<file path="src/rtl/axi_read_arbiter_2to1.sv">
// Two-master to one-slave AXI read arbiter: round-robin AR grant with the master
// index prefixed onto the slave ID, combinational R return by that prefix.
module axi_read_arbiter_2to1 #(
    parameter int ADDR_W    = 32,
    parameter int DATA_W    = 32,
    parameter int ID_W      = 4,
    parameter int MAX_OUTST = 4
) (
    input  logic              clk,
    input  logic              rst,
    input  logic [ADDR_W-1:0] m0_araddr,
    input  logic [ID_W-1:0]   m0_arid,
    input  logic              m0_arvalid,
    output logic              m0_arready,
    output logic [DATA_W-1:0] m0_rdata,
    output logic [ID_W-1:0]   m0_rid,
    output logic              m0_rvalid,
    input  logic              m0_rready,
    input  logic [ADDR_W-1:0] m1_araddr,
    input  logic [ID_W-1:0]   m1_arid,
    input  logic              m1_arvalid,
    output logic              m1_arready,
    output logic [DATA_W-1:0] m1_rdata,
    output logic [ID_W-1:0]   m1_rid,
    output logic              m1_rvalid,
    input  logic              m1_rready,
    output logic [ADDR_W-1:0] s_araddr,
    output logic [ID_W:0]     s_arid,
    output logic              s_arvalid,
    input  logic              s_arready,
    input  logic [DATA_W-1:0] s_rdata,
    input  logic [ID_W:0]     s_rid,
    input  logic              s_rvalid,
    output logic              s_rready,
    output logic              stray_err
);
    localparam int CW = $clog2(MAX_OUTST + 1);
    localparam logic IDLE  = 1'b0;
    localparam logic GRANT = 1'b1;

    logic          state, gnt, last;
    logic [CW-1:0] cnt0, cnt1;
    logic          elig0, elig1, winner;
    logic          ar_hs, r_hs, rt;

    assign elig0  = m0_arvalid && (cnt0 < CW'(MAX_OUTST));
    assign elig1  = m1_arvalid && (cnt1 < CW'(MAX_OUTST));
    assign winner = (elig0 && elig1) ? ~last : elig1;

    assign s_arvalid  = (state == GRANT) && (gnt ? m1_arvalid : m0_arvalid);
    assign s_araddr   = gnt ? m1_araddr : m0_araddr;
    assign s_arid     = {gnt, (gnt ? m1_arid : m0_arid)};
    assign m0_arready = (state == GRANT) && !gnt && s_arready;
    assign m1_arready = (state == GRANT) &&  gnt && s_arready;
    assign ar_hs      = s_arvalid && s_arready;

    // R path is pure wiring; rst gating keeps valids/readies low while in reset.
    assign rt        = s_rid[ID_W];
    assign m0_rvalid = rst && s_rvalid && !rt;
    assign m1_rvalid = rst && s_rvalid &&  rt;
    assign m0_rdata  = s_rdata;
    assign m1_rdata  = s_rdata;
    assign m0_rid    = s_rid[ID_W-1:0];
    assign m1_rid    = s_rid[ID_W-1:0];
    assign s_rready  = rst && (rt ? m1_rready : m0_rready);
    assign r_hs      = s_rvalid && s_rready;

    // Saturating up/down; simultaneous issue and return cancel out.
    function automatic logic [CW-1:0] cnt_upd(input logic [CW-1:0] c, input logic inc,
                                              input logic dec);
        if (inc && !dec && c < CW'(MAX_OUTST)) return c + 1'b1;
        if (dec && !inc && c != '0)           return c - 1'b1;
        return c;
    endfunction

    always_ff @(posedge clk or negedge rst) begin
        if (!rst) begin
            state <= IDLE;
            gnt   <= 1'b0;
            last  <= 1'b1;
        end else begin
            case (state)
                IDLE: if (elig0 || elig1) begin
                    gnt   <= winner;
                    state <= GRANT;
                end
                GRANT: if (ar_hs) begin
                    last  <= gnt;
                    state <= IDLE;
                end
                default: state <= IDLE;
            endcase
        end
    end

    always_ff @(posedge clk or negedge rst) begin
        if (!rst) begin
            cnt0      <= '0;
            cnt1      <= '0;
            stray_err <= 1'b0;
        end else begin
            cnt0 <= cnt_upd(cnt0, ar_hs && !gnt, r_hs && !rt);
            cnt1 <= cnt_upd(cnt1, ar_hs &&  gnt, r_hs &&  rt);
            if (r_hs && (rt ? (cnt1 == '0) : (cnt0 == '0)))
                stray_err <= 1'b1;
        end
    end
endmodule

</file>
<file path="config.mk">
export PLATFORM = sky130hd
export DESIGN_NAME = axi_read_arbiter_2to1
export DESIGN_NICKNAME = d
export VERILOG_FILES = /design/src/rtl/axi_read_arbiter_2to1.sv
export SDC_FILE = /design/constraint.sdc
export NUM_CORES = 1
export LEC_CHECK = 0
export BUFFER_PORTS_ARGS = -buffer_cell sky130_fd_sc_hd__buf_4
export CAP_MARGIN = 20
export CORE_AREA = 2 2 90 92
export CTS_CLUSTER_SIZE = 14
export DETAILED_ROUTE_END_ITERATION = 10
export DIE_AREA = 0 0 92 94
export PLACE_DENSITY = 0.7
export SLEW_MARGIN = 20
export SYNTH_ARGS = -nofsm -noshare
export SYNTH_HDL_FRONTEND = slang
export SYNTH_SLANG_ARGS = --single-unit
</file>
<file path="constraint.sdc">
create_clock -name clk -period 1.78 [get_ports clk]
set_input_delay 0.534 -clock clk [delete_from_list [all_inputs] [get_ports clk]]
set_output_delay 0.534 -clock clk [all_outputs]
set_load 0.03 [all_outputs]
</file>
## Word level (Yosys, flattened, before mapping)

Index checks and enable logic that the tools add are counted.

| storage, ports and cells | value |
|---|---|
| latch bits | 0 |
| register bits | 10 |
| logic and storage cells | 79 |
| bits in writable memories | 0 |
| memories kept | 0 |
| bits in read-only memories | 0 |
| bits of input ports | 117 |
| output and inout port bits | 116 |

| cells by class | value |
|---|---|
| equal/unequal tests | 0 |
| reductions and logical operators | 42 |
| $add $sub $neg | 4 |
| multiply operators | 0 |
| multiplexer cells | 23 |
| divide/modulo/power cells | 0 |
| shift operators | 0 |
| $lt $le $gt $ge | 2 |
| bitwise operators | 2 |

Operators by type and width:

| cell | number |
|---|---|
| 32-bit 2-to-1 mux | 1 |
| 1-bit logical AND | 27 |
| 3-bit 2-to-1 mux | 8 |
| 1-bit 2-to-1 mux | 12 |
| 3-bit by 1-bit adder with 3-bit output, second input constant | 2 |
| 1-bit logical NOT | 6 |
| 3-bit logical NOT | 2 |
| 3-bit < comparator, second input constant | 2 |
| 3-bit nonzero test | 2 |
| 3-bit by 1-bit subtractor with 3-bit output, second input constant | 2 |
| 4-bit 2-to-1 mux | 1 |
| 2-bit AND reduction | 2 |
| 2-bit nonzero test | 2 |
| 1-bit NOT | 2 |
| 1-bit case mux with 2 select lines | 1 |
| 1-bit logical OR | 1 |

## Longest topological paths before layout

| depth | value |
|---|---|
| depth in word-level cells | 11 |
| mapped depth | 6 |

## Worst setup path after synthesis

OpenSTA, ideal clock, no wires.

| path | value |
|---|---|
| kind | register to output |
| start | register gnt |
| end | output port s_araddr[12] |
| setup slack | -0.044 ns |
| arrival time | 1.290 ns |
| data required time | 1.246 ns |
| buffers on the path | 3 |
| stages on the path, launching flop included | 5 |
| cell sequence | dfrtp_1 -> buf_6 -> buf_2 -> buf_2 -> mux2_2 |

| between the ends | value |
|---|---|
| longest elaborated chain between the ends | 1 |

RTL lines:

| what | RTL line | source |
|---|---|---|
| start, declared | 41 | `logic state, gnt, last;` |
| start signal, assigned | 84 | `gnt <= winner;` |
| 32-bit 2-to-1 mux | 51 | `assign s_araddr = gnt ? m1_araddr : m0_araddr;` |
| end, declared | 27 | `output logic [ADDR_W-1:0] s_araddr,` |

Every way passes these cells.

## Worst setup path in the final report

| path | value |
|---|---|
| start | register gnt |
| end | output port s_araddr[2] |

The elaborated chain is that of the path after synthesis.

==> flow_metrics.tcl <==
set metrics [dict create \
    gpl.final_weighted_congestion 0.7686 \
    syn_area_sq_um 1722 \
    cts_made_buffers 3 \
    post_drt_wl_per_cell_um 14.10 \
    cts.clk_slew.worst_paths_ns 0.05 \
    power.net_switching_w 0.001637 \
    clock_path_buffers 2 \
    grt_max_degree 21 \
    critical_path_arrival_ns 1.41 \
    antenna_found_initial 0 \
    power.share.combinational 0.792 \
    drt_pass1_iterations 6 \
    grt_first_pass_wirelength_um 7590 \
    clock-sinks 10 \
    dieArea_sq_um 8648 \
    final_core_utilization 0.3365 \
    finClkSkew_ns 0.0005320 \
    route.final.wire_length_um 4979 \
    cts.hold.buffers_added 0 \
    remaining_drc_errors 0 \
    crit_end_element "primary output" \
    num_antenna_cells 0 \
    routed-via-count 1495 \
    grt_remaining_overflow 0 \
    power_report.internal_total_w 0.002029 \
    dpl-instance-area_sq_um 2226 \
    max_slew_margin 0.7762 \
    ys_ff_latch 10 \
    power-per-cell-area_nw_per_um2 1432 \
    critical_path.slowest_cell "sky130_fd_sc_hd__dfrtp_2" \
    area.growth.synth_to_final_pct 48.69 \
    max_stage_delay_ns 0.43 \
    hpwl_detailed_um 3884 \
    ys_types 35 \
    preCtsSetupSlack_ns 0.06852 \
    leakage_nw 1.277 \
    grt_setup_unrepaired "yes" \
    first_global_vias 1562 \
    final_period_minus_worst_setup_slack_ns 1.939 \
    critical_path_cell_by_cell "buf_12 -> mux2_2 -> buf_4" \
    tightest_hold_margin_ns 0.1000 \
    cts-htree-levels 1 \
    fillers 797 \
    io_buffers 124 \
    criticalPathCategory "flop to primary output" \
    clock_power_share 0.079 \
    final_cells 353 \
    final_net_count 375 \
    worst_margin_pin_slew_ns 0.3347 \
    effective_utilization_at_floorplan 0.2263 \
    setup_viol 39 \
    ys_warn_count 0 \
    post-route-cell-area_sq_um 2560 \
    later_pin_clock_latency_in_the_skew_report_ns 0.24 \
    detail_route.iter0.violations 38 \
    cts-root-buf "sky130_fd_sc_hd__clkbuf_8" \
    tritoncts "done" \
    seq_area_frac_synth 0.1461 \
    chipHeight_um 94 \
    final_hold_viol_count 0 \
    core.rowCount 32 \
    placed_cells 345 \
    coreArea_sq_um 7607 \
    hold_class "primary input to async pin" \
    post_synth.cell_area_avg_sq_um 8.784 \
    final_critical_path_setup_slack_ns -0.1594 \
    failed_checks "negative setup slack" \
    routed_via_density 4.235 \
    report.final.slew_viol_count 0 \
    chipWidth_um 92 \
    drive_above_1_share 0.7092 \
    max_freq_mhz 515.6 \
    worstSetupStartpointType "flop" \
    pwr-share-seq 0.129 \
    p_sw_frac 0.4466 \
    netlist_instances 196 \
    detail-route-antenna-nets 0 \
    worst-endpoint-required_ns 1.25 \
    global_route.usage.total 0.1106 \
    outcome "finished, violations left" \
    total_nets_after_synthesis 319 \
    final_min_period_over_clock_period 1.090 \
    power.ir.vdd_worst_v 0.0006976 \
    crit_fanout 20 \
    io_pins 233 \
    drv_cap 0 \
]
[registers in the layout, indices dropped and copies added (netlist names)]
register and flops:
cnt0 3, cnt1 3, gnt 1, last 1, state 1, stray_err 1
[cell usage in the layout (no fill, tap or decap), drive strengths merged]
cell type    n
a21oi        1
and4         1
a21o         2
xnor2        2
clkbuf       4
o21ai        5
o22ai        2
a221o        2
o2bb2ai      2
dfrtp        9
buf        131
mux2        36
nand2        8
nand3        1
o21a         1
nand3b       1
o221ai       1
and3         2
ha           6
o32a         1
nand4b       1
nor2         8
nor2b        2
inv          7
and4b        1
dfstp        1
nand2b       4
mux2i        4
nor3         2
a22oi        2
nand4        1
[cell type report]
class,instances,area [sq um],area share
timing repair buffer,131,1159,0.4526
clock buffer,4,55.05,0.02151
inverter,7,26.28,0.01026
sequential,10,252.7,0.09873
multi-input combinational,99,939.7,0.3671
tap,102,127.6,0.04985
[power by group through the flow]
stage | Clock [W] | Sequential, W | Combinational [W]
6_report | 0.000289 | 0.000472 | 0.00290
5_1_grt | 0.000315 | 0.000495 | 0.00307
4_1_cts | 0.000295 | 0.000465 | 0.00285
3_5_place_dp | 0 | 0.000455 | 0.00239
3_3_place_gp | 0 | 0.000454 | 0.00235
2_1_floorplan | 0 | 0.000446 | 0.00195
[synthesized netlist by cell type (all sizes together)]
master    n  area [sq um]
nor2      8         30.03
nand2b    4         25.02
inv       7         26.28
o22ai     2         12.51
nand2     8         35.03
nand4b    1         15.01
nand3b    1         7.510
o32a      1         10.01
a221o     2         20.02
o2bb2ai   2         17.52
a21o      2         15.01
nor3      2         10.01
clkbuf    2         7.510
and4b     1         10.01
dfstp     1         26.28
nor2b     2         12.51
ha        6         75.07
o221ai    1         8.760
buf      78         584.3
and4      1         8.760
nand4     1         6.260
mux2     36         405.4
a22oi     2         15.01
xnor2     2         17.52
and3      2         12.51
o21a      1         7.510
nand3     1         5.000
o21ai     5         25.02
mux2i     4         40.04
dfrtp     9         225.2
a21oi     1         5.000
[per-stage QoR]
step / total power, W / setup TNS, ns
after floorplan: 0.002393 / -0.02280
after global placement: 0.002803 / 0
after detailed placement: 0.002847 / 0
after CTS: 0.003614 / -5.222
after global routing: 0.003881 / -6.407
final: 0.003666 / -4.375
[path summary, 6_finish.rpt]
check                           cells after the start           to  slack [ns]       from
min in group clk                                    2    stray_err        0.48  stray_err
worst max register to register                      5      cnt0[1]        0.19        gnt
worst min register to register                      2    stray_err        0.48  stray_err
worst max-delay path                                3  s_araddr[2]       -0.16        gnt
max in group asynchronous                           2         last        1.30        rst
worst min-delay path                                1      cnt1[0]        0.10        rst
[timing repair]
item | in CTS | in global routing
setup buffers | 4 | 0
gates cloned | 2 | 0
endpoints found under the setup margin | 37 | 39
gates resized for setup | 36 | 28
[cells by family (layout without fill, tap and decap cells)]
logic type                 Yosys count  in the layout  synth area share
and+or+nand+nor                     32             32            0.1032
muxes                               40             40            0.2587
AOI/OAI and AO/OA                   19             19           0.07921
buffers and inverters               87            142            0.3590
adders and majority gates            6              6           0.04360
xor gates and xnor gates             2              2           0.01018
DFF                                 10             10            0.1461
[critical path, delay by kind of cell (launching register included)]
kind / cells / cell delay [ns]
buffers and inverters: 2 / 0.38
multiplexers: 1 / 0.35
flip-flops: 1 / 0.43
[per-layer routing]
metal  share of wire  track usage  vias up
met1            0.38       0.1290      672
met3            0.10      0.03772        2
met4          0.0024      0.01368        0
li1                -            -      702
met5               0            0        -
met2            0.52       0.2016      119
Power figures use the tool's default switching activity.
